## src/rtl/mbe_mul_arbiter.sv

```systemverilog
// Round-robin front end for one shared fixed-latency multiplier: grants one
// requester per cycle and routes each product back to its issuer by tag.
module mbe_mul_arbiter #(
    parameter int N_REQ   = 4,
    parameter int WIDTH   = 32,
    parameter int MUL_LAT = 2
) (
    input  logic                     clk,
    input  logic                     rst,
    input  logic [N_REQ-1:0]         req_valid,
    input  logic [N_REQ*WIDTH-1:0]   req_a,
    input  logic [N_REQ*WIDTH-1:0]   req_b,
    output logic [N_REQ-1:0]         req_ready,
    output logic [WIDTH-1:0]         mul_a,
    output logic [WIDTH-1:0]         mul_b,
    output logic                     mul_valid,
    input  logic [2*WIDTH-1:0]       mul_p,
    output logic [N_REQ-1:0]         rsp_valid,
    output logic [2*WIDTH-1:0]       rsp_p,
    output logic                     busy,
    input  logic                     en
);
    localparam int PW = (N_REQ > 1) ? $clog2(N_REQ) : 1;

    // Handshake: lane i transfers on req_valid[i] & req_ready[i]; req_ready is a
    // one-hot grant that never asserts without req_valid. Responses carry no
    // ready and must be taken in the cycle rsp_valid pulses.
    logic [PW-1:0]    ptr;
    logic [PW-1:0]    grant_idx;
    logic             grant_found;
    logic [N_REQ-1:0] grant;
    logic [PW-1:0]    issue_id;
    logic [MUL_LAT-1:0] tag_v;
    logic [PW-1:0]    tag_id [MUL_LAT];

    always_comb begin
        int idx;
        grant       = '0;
        grant_idx   = '0;
        grant_found = 1'b0;
        idx         = 0;
        for (int k = 0; k < N_REQ; k++) begin
            idx = int'(ptr) + k;
            if (idx >= N_REQ) idx = idx - N_REQ;
            if (!grant_found && en && !rst && req_valid[idx]) begin
                grant_found = 1'b1;
                grant_idx   = idx[PW-1:0];
            end
        end
        if (grant_found) grant[grant_idx] = 1'b1;
    end

    assign req_ready = grant;

    // The issue register travels with mul_valid; the tag then needs MUL_LAT
    // more stages so its last stage lines up with mul_p.
    always_ff @(posedge clk) begin
        if (rst) begin
            ptr       <= '0;
            mul_a     <= '0;
            mul_b     <= '0;
            mul_valid <= 1'b0;
            issue_id  <= '0;
            tag_v     <= '0;
            for (int k = 0; k < MUL_LAT; k++) tag_id[k] <= '0;
            rsp_valid <= '0;
            rsp_p     <= '0;
        end else begin
            mul_valid <= grant_found;
            if (grant_found) begin
                mul_a    <= req_a[grant_idx*WIDTH +: WIDTH];
                mul_b    <= req_b[grant_idx*WIDTH +: WIDTH];
                issue_id <= grant_idx;
                ptr      <= (grant_idx == PW'(N_REQ-1)) ? '0 : grant_idx + 1'b1;
            end
            tag_v[0]  <= mul_valid;
            tag_id[0] <= issue_id;
            for (int k = 1; k < MUL_LAT; k++) begin
                tag_v[k]  <= tag_v[k-1];
                tag_id[k] <= tag_id[k-1];
            end
            rsp_valid <= '0;
            if (tag_v[MUL_LAT-1]) begin
                rsp_valid[tag_id[MUL_LAT-1]] <= 1'b1;
                rsp_p                        <= mul_p;
            end
        end
    end

    assign busy = mul_valid | (|tag_v) | (|rsp_valid);

endmodule

```

## config.mk

```make
export PLATFORM = sky130hd
export DESIGN_NAME = mbe_mul_arbiter
export DESIGN_NICKNAME = d
export VERILOG_FILES = /design/src/rtl/mbe_mul_arbiter.sv
export SDC_FILE = /design/constraint.sdc
export NUM_CORES = 1
export LEC_CHECK = 0
export ABC_AREA = 1
export CAP_MARGIN = 5
export CORE_AREA = 5 5 178 180
export DETAILED_ROUTE_END_ITERATION = 7
export DIE_AREA = 0 0 183 185
export DONT_BUFFER_PORTS = 1
export GPL_TIMING_DRIVEN = 1
export PLACE_DENSITY_LB_ADDON = 0.25
export SLEW_MARGIN = 25
export SYNTH_ARGS = -nofsm -noshare
export SYNTH_HDL_FRONTEND = slang
export SYNTH_SLANG_ARGS = --single-unit
export TNS_END_PERCENT = 30
```

## constraint.sdc

```tcl
create_clock -name clk -period 2.1 [get_ports clk]
set_input_delay 0.105 -clock clk [delete_from_list [all_inputs] [get_ports clk]]
set_output_delay 0.105 -clock clk [all_outputs]
set_load 0.05 [all_outputs]
```

==> impl_metrics.json, run 1 <==
{
  "avgRoutedWirePerCell_um": 18.9,
  "maximum_root_to_sink_buffer_count": 2,
  "finalWeightedCongestion": 0.833,
  "critical_path.reg2reg.startpoint": "ptr[0]$_SDFFE_PP0P_",
  "finalSetupViolations": 68,
  "antenna_found_initial": 3,
  "synth.net_count": 1790,
  "critical_path_peak_fanout": 11,
  "cts.reportedPaths.clkPinSlew_ps": 60,
  "ant_nets": 0,
  "floorplan.io_pins": 465,
  "cp-end-kind": "flop",
  "maxCapViolations": 0,
  "ys_ff_latch": 143,
  "hp-class": "input port to flop",
  "die_h_um": 185,
  "drt_pass1_iterations": 7,
  "critical_path_class": "flop to flop",
  "cp.required_ps": 2480,
  "chipWidth_um": 183,
  "worst_slew_pin_slew_ps": 749,
  "topRoutingLayerUsed": "met4",
  "ys_seq_area_share_pct": 32.5,
  "power.ir.vdd_worst_mv": 0.706,
  "max-slew-margin-rel_pct": 50.1,
  "pin_count_of_the_biggest_net_entering_global_routing": 82,
  "static-leakage-power_nw": 7.43,
  "syn_inst": 1462,
  "global_route_wire_length_before_repair_um": 59300,
  "avgViaCountPerCell": 4.99,
  "timing.final.crit_share_pct": 111,
  "drt-met1-wl_um": 15500,
  "synth_area_mm2": 0.00880,
  "rsz_0062_raised_after_global_routing": "true",
  "routed_wirelength_um": 40900,
  "timing.critical_path.from": "ptr[0]$_SDFFE_PP0P_",
  "cp_data_arrival_time_ps": 2700,
  "row_count": 64,
  "r2r_slack_ps": -220,
  "num-nets-final": 2079,
  "floorplan.initialDensity_pct": 29.3,
  "skew_ps": 12.6,
  "root_buffer_cell": "clkbuf_16",
  "dp_hpwl_um": 25900,
  "portBuffers": 0,
  "floorplan.die_area_mm2": 0.0339,
  "fmaxAchievable_mhz": 431,
  "first_iter_violations": 627,
  "power_density_mw_per_mm2": 1480,
  "failing_checks": "negative setup slack",
  "worst_hold_startpoint": "req_a[23]",
  "htreeDepth": 4,
  "post-layout-total-power_w": 0.0208,
  "clk_latency_ps": 440,
  "holdWs_ps": 16.6,
  "core_mm2": 0.0300,
  "grt_util_all_layers_pct": 22.2,
  "area_added_between_synthesis_and_finish_pct": 60.2,
  "layout-drive-gt1-share_pct": 15.4,
  "numCtsBuffers": 17,
  "ys.warnings.count": 0,
  "finalWorstSetupSlack_ps": -223,
  "final.min_clock_period_ps": 2320,
  "vias_in_the_first_global_route": 10800,
  "detail_route.drc_violations": 0,
  "hold_violations": 0,
  "global_route.overflow_total": 0,
  "run_status": "finished, violations left",
  "detailed_route_wirelength_on_metal2_um": 20100,
  "slew_viol_final": 0,
  "start_kind": "flop",
  "postSynthAreaPerCell_um2": 6.02,
  "ys_types": 24,
  "clkSinkCount": 143,
  "met3RoutedLength_um": 3730,
  "tritoncts": "done",
  "vias": 10800
}
==> critical path, cell delays in order, from the launching register on <==
cell	delay, ps
dfxtp_4	390
inv_8	100
nand2_1	80
nand3_1	90
nand2_2	110
o21ai_4	210
nand4_1	160
buf_4	180
buf_8	130
buf_12	150
buf_12	120
buf_16	130
nand3_1	80
nand3_1	110
nand3_2	90
nand2_1	50
inv_1	50
==> cell usage after synthesis, drive strengths merged <==
cell | n | share of area [%]
nand3b | 64 | 5.5
nand4 | 5 | 0.36
clkinv | 1 | 0.043
o21ai | 134 | 7.8
ha | 1 | 0.14
dfxtp | 143 | 33
nor3 | 5 | 0.28
a21oi | 2 | 0.11
buf | 68 | 4.0
nor4 | 1 | 0.071
nand3 | 332 | 19
nand2 | 179 | 7.7
clkbuf | 37 | 1.6
inv | 344 | 15
nor2 | 146 | 6.3
==> layout make-up <==
class                      count  area [µm²]
antenna                        4        10.0
clock buffer                  21         450
clock inverter                11         155
fill                        2844       15900
inverter                     345        1300
multi-input combinational    869        4630
sequential                   143        2870
tap                          396         495
timing repair buffer         375        4190
==> routing by layer <==
layer	vias to the layer above	global-route usage (%)
met4	0	10.4
met5	-	0
met3	117	6.81
met1	4923	24.8
li1	5117	-
met2	634	38.9
==> state kept, by name, summed over array words and instances (netlist names) <==
register / flops
rsp_p: 64
mul_valid: 1
ptr: 2
rsp_valid: 4
tag_v: 2
mul_a: 32
mul_b: 32
tag_id: 4
issue_id: 2
==> through the flow <==
step | cell area, µm² | instances | setup TNS [ps] | utilization [%] | setup slack, ps
finish | 14100 | 2164 | -6490 | 46.9 | -223
CTS | 13800 | 2153 | -6060 | 45.9 | -280
global placement | 9950 | 1856 | -4980 | 33.1 | -265
global route | 14100 | 2163 | -16410 | 46.9 | -387
floorplan | 8800 | 1462 | -214 | - | -165
detailed placement | 9950 | 1856 | -7680 | 33.1 | -312
==> final timing paths <==
check / cells past startpoint / endpoint
worst max-delay path: 16 / mul_a[12]$_SDFFE_PP0P_
worst min-delay path: 6 / mul_a[23]$_SDFFE_PP0P_
worst max register to register: 16 / mul_a[12]$_SDFFE_PP0P_
worst min register to register: 2 / tag_id[0][2]$_SDFF_PP0_
==> cells in the final DEF, fill, tap and decap left out, types with 6 or more instances in the layout <==
cell	instances
buf_12	31
buf_16	12
buf_4	77
buf_6	13
clkbuf_16	20
dfxtp_1	140
dlygate4sd3_1	234
inv_1	336
inv_2	6
nand2_1	154
nand2_2	15
nand2_4	10
nand3_1	281
nand3_2	44
nand3_4	7
nand3b_1	64
nor2_1	139
o21ai_0	100
o21ai_1	29
==> what timing repair did <==
item	4_1_cts	5_1_grt
setup endpoints to repair	69	71
hold buffers	234	0
cloned	12	3
resized for setup	133	57
pin swaps	64	40
setup buffers	19	6
hold endpoints to repair	132	0
==> where the power goes <==
part           internal [W]  leakage [nW]  switching, W
combinational       0.00491          5.98       0.00622
sequential          0.00353          1.18       0.00294
clock               0.00191         0.281       0.00129
==> kinds of logic (layout without fill, tap and decap cells) <==
kind of cell	count (synthesis)	count (layout)	synth area share, %
buffers and inverters	450	752	20.3
AND/OR/NAND/NOR	732	732	39.1
adder cells (fa/ha/maj)	1	1	0.142
flip-flops	143	143	32.5
AO/OA/AOI/OAI	136	136	7.90
other	0	4	0
No activity file was read; power rests on OpenSTA's default activity.
==> run 2, diff against run 1 <==
ABC_AREA = unset   (was 1)
CORE_AREA = 5 5 179 181   (was 5 5 178 180)
DIE_AREA = 0 0 184 186   (was 0 0 183 185)
==> run 2 against run 1 <==
Against the previous run:
- the run now ends clean
- setup slack gained 260 ps
- clock-buffer cell count shrank 4
- maximum frequency grew 13%
- non-clock buffer count shrank 54
- core utilization shrank 7.7 points
- global-route usage shrank 0.90 points
- sequential power shrank 49%
- clock skew shrank 1.9 ps
- hold slack gained 25 ps
- wire length shrank 2.5%
- register-to-register slack gained 290 ps
- sequential cell count is the same
- critical endpoint is now req_ready[1]
==> impl_metrics.json, run 2 <==
{
  "cts.reportedPaths.clkPinSlew_ps": 70,
  "num-fill-cells": 2973,
  "avgViaCountPerCell": 5.80,
  "cp-end-kind": "output port",
  "commonest_cells_after_routing_fill_and_taps_aside": "dlygate4sd3_1 (257), nor2_1 (197), dfxtp_1 (140)",
  "layout-drive-gt1-share_pct": 10.1,
  "synth_largest_area_cell": "dfxtp_1",
  "chipWidth_um": 184,
  "ys_ff_latch": 143,
  "portBuffers": 0,
  "ys_async_sr_fraction_pct": 0,
  "vias": 9220,
  "syn_inst": 953,
  "cp_data_arrival_time_ps": 1960,
  "post-route-util_pct": 39.3,
  "largest_registers": "rsp_p: 64 flops, mul_a: 32 flops, mul_b: 32 flops",
  "row_count": 64,
  "maximum_root_to_sink_buffer_count": 2,
  "ys.warnings.count": 0,
  "detail_route.drc_violations": 0,
  "synth.top_cells.by_count": "nor2_1 (197), dfxtp_1 (143), nand3_1 (129)",
  "grt_util_all_layers_pct": 21.3,
  "die_h_um": 186,
  "ys_seq_area_share_pct": 36.2,
  "final.min_clock_period_ps": 2060,
  "postSynthAreaPerCell_um2": 8.30,
  "post-layout-total-power_w": 0.00793,
  "hold_path_depth": 3,
  "drt_pass1_iterations": 5,
  "tritoncts": "done",
  "post-route-cell-area_mm2": 0.0119,
  "area_added_between_synthesis_and_finish_pct": 50.3,
  "finalSetupViolations": 0,
  "synth-edff-count": 0,
  "avgRoutedWirePerCell_um": 25.1,
  "clkSinkCount": 143,
  "r2r_slack_ps": 70,
  "vias_in_the_first_global_route": 9348,
  "rsz_0062_raised_after_global_routing": "true",
  "crit_path_cell_trace": "nand2_2 > a211o_4 > and2_4 > buf_12 > nor3_4 > buf_6",
  "synth.top_cells.by_area": "dfxtp_1 (36%), nor2_1 (9.3%), o2111a_1 (9.1%), nand3_1 (8.2%), mux2i_1 (8.1%)",
  "largest_register_ffs": 64,
  "global_route.overflow_total": 0,
  "worst_slew_pin_slew_ps": 921,
  "layout.cells.most_common": "dlygate4sd3_1",
  "critical_path.reg2reg.startpoint": "ptr[0]$_SDFFE_PP0P_",
  "skew_ps": 10.7,
  "floorplan.io_pins": 465,
  "max-slew-margin-rel_pct": 38.6,
  "numCtsBuffers": 17,
  "holdWs_ps": 41.3,
  "dominantRegCellSynth": "dfxtp_1",
  "run_status": "finished clean",
  "holdPathEnd": "mul_a[8]$_SDFFE_PP0P_",
  "routed_wirelength_um": 39900,
  "slew_viol_final": 0,
  "antenna_found_initial": 2,
  "core_mm2": 0.0303,
  "num-nets-final": 1508,
  "ff2ff_path_depth": 7,
  "maxCapViolations": 0,
  "hp-class": "input port to flop",
  "reg2reg_to": "mul_b[30]$_SDFFE_PP0P_",
  "first_iter_violations": 628,
  "dp_hpwl_um": 24800,
  "synth_area_mm2": 0.00791,
  "floorplan.die_area_mm2": 0.0342,
  "timing.critical_path.slowest_stage_cell": "dfxtp_2",
  "global_route_wire_length_before_repair_um": 56600,
  "root_buffer_cell": "clkbuf_16",
  "static-leakage-power_nw": 4.18,
  "fmaxAchievable_mhz": 485,
  "worst_hold_startpoint": "req_a[40]",
  "ys_types": 34,
  "start_kind": "flop",
  "power.ir.vdd_worst_mv": 0.460,
  "worst_path_dominant_cell_family": "simple AND/OR/NAND/NOR gates",
  "timing.final.crit_share_pct": 98.2,
  "regMostFlops": "rsp_p",
  "finalWeightedCongestion": 0.831,
  "synth.top_cell.area_share_pct": 36.2,
  "cp.required_ps": 2000,
  "critical_path_peak_fanout": 13,
  "pin_count_of_the_biggest_net_entering_global_routing": 109,
  "floorplan.initialDensity_pct": 26.1,
  "htreeDepth": 4,
  "ant_nets": 0,
  "timing.critical_path.slowest_cell_delay_ps": 370,
  "timing.critical_path.buf_inv": 2,
  "synth.net_count": 1281,
  "postPlaceCellArea_mm2": 0.00848,
  "power_density_mw_per_mm2": 667,
  "setup-tns-final_ps": 0,
  "critical_path_class": "flop to output port",
  "hold_violations": 0,
  "clk_latency_ps": 440,
  "synth_most_common_cell": "nor2_1"
}
## run 2: cell types whose count changed after synthesis, moves of 11 or more
| cell | before | now |
|---|---|---|
| o21ai_0 | 132 | 1 |
| or3_1 | 0 | 66 |
| buf_2 | 58 | 36 |
| mux2i_1 | 0 | 64 |
| nand3b_1 | 64 | 0 |
| nand2_1 | 178 | 8 |
| o2111a_1 | 0 | 64 |
| o2111ai_1 | 0 | 64 |
| clkbuf_1 | 37 | 55 |
| inv_1 | 341 | 4 |
| nor2_1 | 144 | 197 |
| nand3_1 | 330 | 129 |
| nor2b_1 | 0 | 11 |
| a211oi_1 | 0 | 64 |
## run 2: where the power goes
group | switching, W | internal (W) | total, W
Sequential | 0.000433 | 0.00284 | 0.00327
Clock | 0.00139 | 0.00167 | 0.00306
Combinational | 0.000885 | 0.000720 | 0.00160
## run 2: kinds of logic after synthesis
kind of cell               after synthesis  synth area share, %
AOI/OAI and AO/OA                      204                 23.4
adders and majority gates                1                0.158
buffers and inverters                  118                 7.21
DFF                                    143                 36.2
muxes                                   64                 8.10
and+or+nand+nor                        423                 25.0
## run 2: worst max-delay path by stage
stage,slack [ps],cells after the start,end,startpoint
CTS,-8,7,req_ready[3],ptr[0]$_SDFFE_PP0P_
detailed placement,110,6,mul_b[11]$_SDFFE_PP0P_,ptr[0]$_SDFFE_PP0P_
floorplan,150,6,req_ready[1],ptr[1]$_SDFFE_PP0P_
global route,-50,6,req_ready[1],ptr[1]$_SDFFE_PP0P_
finish,40,6,req_ready[1],ptr[1]$_SDFFE_PP0P_
global placement,150,6,mul_b[5]$_SDFFE_PP0P_,ptr[0]$_SDFFE_PP0P_
## run 2: metrics by stage
stage,setup slack (ps),instances
after detailed placement,111,1286
final,37.0,1590
after global routing,-45.1,1590
after floorplan,151,953
after global placement,152,1286
after CTS,-8.30,1585
## run 2: metal layers
layer | global-route usage [%] | part of all wire [%]
met5 | 0 | 0
met4 | 8.31 | 2.7
met3 | 6.33 | 10
met2 | 37.4 | 50
met1 | 24.4 | 37
## run 2: layout make-up
type / instances / area [µm²] / share of cell area, %
sequential: 143 / 2870 / 24.1
multi-input combinational: 692 / 4600 / 38.6
timing repair buffer: 321 / 3340 / 28.0
clock inverter: 15 / 148 / 1.24
inverter: 5 / 21.3 / 0.179
antenna: 1 / 2.50 / 0.0210
tap: 396 / 495 / 4.17
clock buffer: 17 / 425 / 3.58
## run 2: what timing repair did
action                                 4_1_cts  5_1_grt
endpoints found under the hold margin      142        0
buffers inserted                             7        3
pin swaps                                    6        4
hold buffers                               258        0
resized for setup                           12        6
setup endpoints to repair                    3        3
cloned                                       2        1
## run 2: worst min-delay path: stages
cell and delay [ps]:
a211oi_1 30, o2111ai_1 160, o2111a_1 160
==> run 3, diff against run 2 <==
==> constraint.sdc (replaced) <==
create_clock -name clk -period 2.1 [get_ports clk]
set_input_delay 0.42 -clock clk [delete_from_list [all_inputs] [get_ports clk]]
set_output_delay 0.42 -clock clk [all_outputs]
set_load 0.05 [all_outputs]
==> run 3 against run 2 <==
Against the previous run:
- the run now ends with negative setup slack left
- non-clock buffer count down 263
- die area unchanged
- hold slack better by 39 ps
==> impl_metrics.json, run 3 (synthesized netlist as in run 2, its figures left out) <==
{
  "run_status": "finished, violations left",
  "failing_checks": "negative setup slack",
  "static-leakage-power_nw": 2.97,
  "rsz_0062_raised_after_global_routing": "true",
  "final.min_clock_period_ps": 2330,
  "clk_latency_ps": 440,
  "routed_wirelength_um": 36500,
  "floorplan.initialDensity_pct": 26.1,
  "grt_util_all_layers_pct": 19.9,
  "power.ir.vdd_worst_mv": 0.494,
  "post-route-cell-area_mm2": 0.00926,
  "avgViaCountPerCell": 5.93,
  "largest_register_ffs": 64,
  "layout-drive-gt1-share_pct": 12.4,
  "critical_path_peak_fanout": 3,
  "postPlaceCellArea_mm2": 0.00849,
  "antenna_found_initial": 7,
  "skew_ps": 16.4,
  "worst_slew_pin_slew_ps": 704,
  "timing.final.crit_share_pct": 111,
  "global_route.overflow_total": 0,
  "finalWorstSetupSlack_ps": -235,
  "vias": 7883,
  "drt_pass1_iterations": 5,
  "num-fill-cells": 3217,
  "hp-class": "input port to flop",
  "clkSinkCount": 143,
  "chipWidth_um": 184,
  "finalSetupViolations": 4,
  "die_h_um": 186,
  "timing.critical_path.slowest_cell_delay_ps": 390,
  "cp-end-kind": "output port",
  "crit_path_cell_trace": "nor2b_2 > or3_4 > a21o_1 > inv_2 > ha_4 > and2_4 > buf_12",
  "post-layout-total-power_w": 0.00763,
  "htreeDepth": 4,
  "floorplan.die_area_mm2": 0.0342,
  "cp_data_arrival_time_ps": 1910,
  "commonest_cells_after_routing_fill_and_taps_aside": "nor2_1 (197), dfxtp_1 (140), nand3_1 (128)",
  "fmaxAchievable_mhz": 428,
  "hold_violations": 0,
  "avgRoutedWirePerCell_um": 27.5,
  "floorplan.io_pins": 465,
  "post_cts_hold_buffer_count": 0,
  "portBuffers": 0,
  "post-route-util_pct": 30.6,
  "max-slew-margin-rel_pct": 53.0,
  "largest_registers": "rsp_p: 64 flops, mul_a: 32 flops, mul_b: 32 flops",
  "maximum_root_to_sink_buffer_count": 2,
  "cts.reportedPaths.clkPinSlew_ps": 70,
  "vias_in_the_first_global_route": 7773,
  "root_buffer_cell": "clkbuf_16",
  "numCtsBuffers": 17,
  "power_density_mw_per_mm2": 824,
  "global_route_wire_length_before_repair_um": 51400,
  "row_count": 64,
  "num-nets-final": 1245,
  "cp.required_ps": 1680,
  "critical_path_class": "flop to output port",
  "start_kind": "flop",
  "regMostFlops": "rsp_p",
  "tritoncts": "done",
  "finalWeightedCongestion": 0.813,
  "detail_route.drc_violations": 0,
  "timing.critical_path.slowest_stage_cell": "or3_4",
  "slew_viol_final": 0,
  "first_iter_violations": 612,
  "layout.cells.most_common": "nor2_1",
  "pin_count_of_the_biggest_net_entering_global_routing": 140,
  "core_mm2": 0.0303,
  "area_added_between_synthesis_and_finish_pct": 17.0,
  "maxCapViolations": 0,
  "ant_nets": 0,
  "dp_hpwl_um": 25800
}
[run 3: layout make-up]
type                    instances  area, µm²  area share, %
diodes                          3       7.51         0.0811
clock buffers                  20        468           5.05
clock inverters                12        146           1.58
inverters                       5       18.8          0.203
multi-input cells             692       4610           49.7
flip-flops and latches        143       2870           31.0
well taps                     396        495           5.35
repair buffers                 58        647           6.99
[run 3: worst max-delay path: cells and delay by family, from the launching register on]
kind	cells	cell delay, ps
compound gates	1	220
fa+ha+maj	1	120
buf+inv	2	210
flops	1	340
simple gates	3	570
[run 3: worst paths after layout]
kind | from | endpoint | slack (ps) | cells after the start
worst max-delay path | ptr[0]$_SDFFE_PP0P_ | req_ready[3] | -230 | 7
worst max register to register | ptr[0]$_SDFFE_PP0P_ | mul_a[4]$_SDFFE_PP0P_ | 90 | 9
worst min register to register | tag_id[0][1]$_SDFF_PP0_ | tag_id[0][3]$_SDFF_PP0_ | 440 | 1
worst min-delay path | rst | rsp_p[45]$_SDFFE_PP0P_ | 80 | 1
[run 3: through the flow]
| step | cells | hold WS (ps) | worst slack (ps) | TNS (ps) |
|---|---|---|---|---|
| 2_1_floorplan | 953 | 414 | -74.4 | -193 |
| 3_3_place_gp | 1286 | 419 | -74.3 | -2690 |
| 3_5_place_dp | 1286 | 427 | -94.8 | -3080 |
| 4_1_cts | 1320 | 18.0 | -252 | -891 |
| 5_1_grt | 1328 | 34.3 | -312 | -1030 |
| 6_report | 1329 | 80.8 | -235 | -722 |
[run 3: what timing repair did]
item	in CTS	in global routing
endpoints found under the setup margin	4	17
setup buffers	2	5
gates cloned	0	1
gates resized for setup	8	12
pin swaps	3	5
endpoints found under the hold margin	0	0
[run 3: power by group]
part | total (W) | internal (W) | switching, W
clock | 0.00324 | 0.00189 | 0.00136
sequential | 0.00337 | 0.00284 | 0.000529
combinational | 0.00102 | 0.000394 | 0.000621
[run 3: per-layer routing]
layer | share of wire, % | up-vias | global-route usage (%)
li1 | - | 3527 | -
met1 | 36 | 3731 | 22.4
met2 | 49 | 546 | 34.0
met3 | 12 | 71 | 7.50
met4 | 2.8 | 8 | 8.10
met5 | 0.17 | - | 0
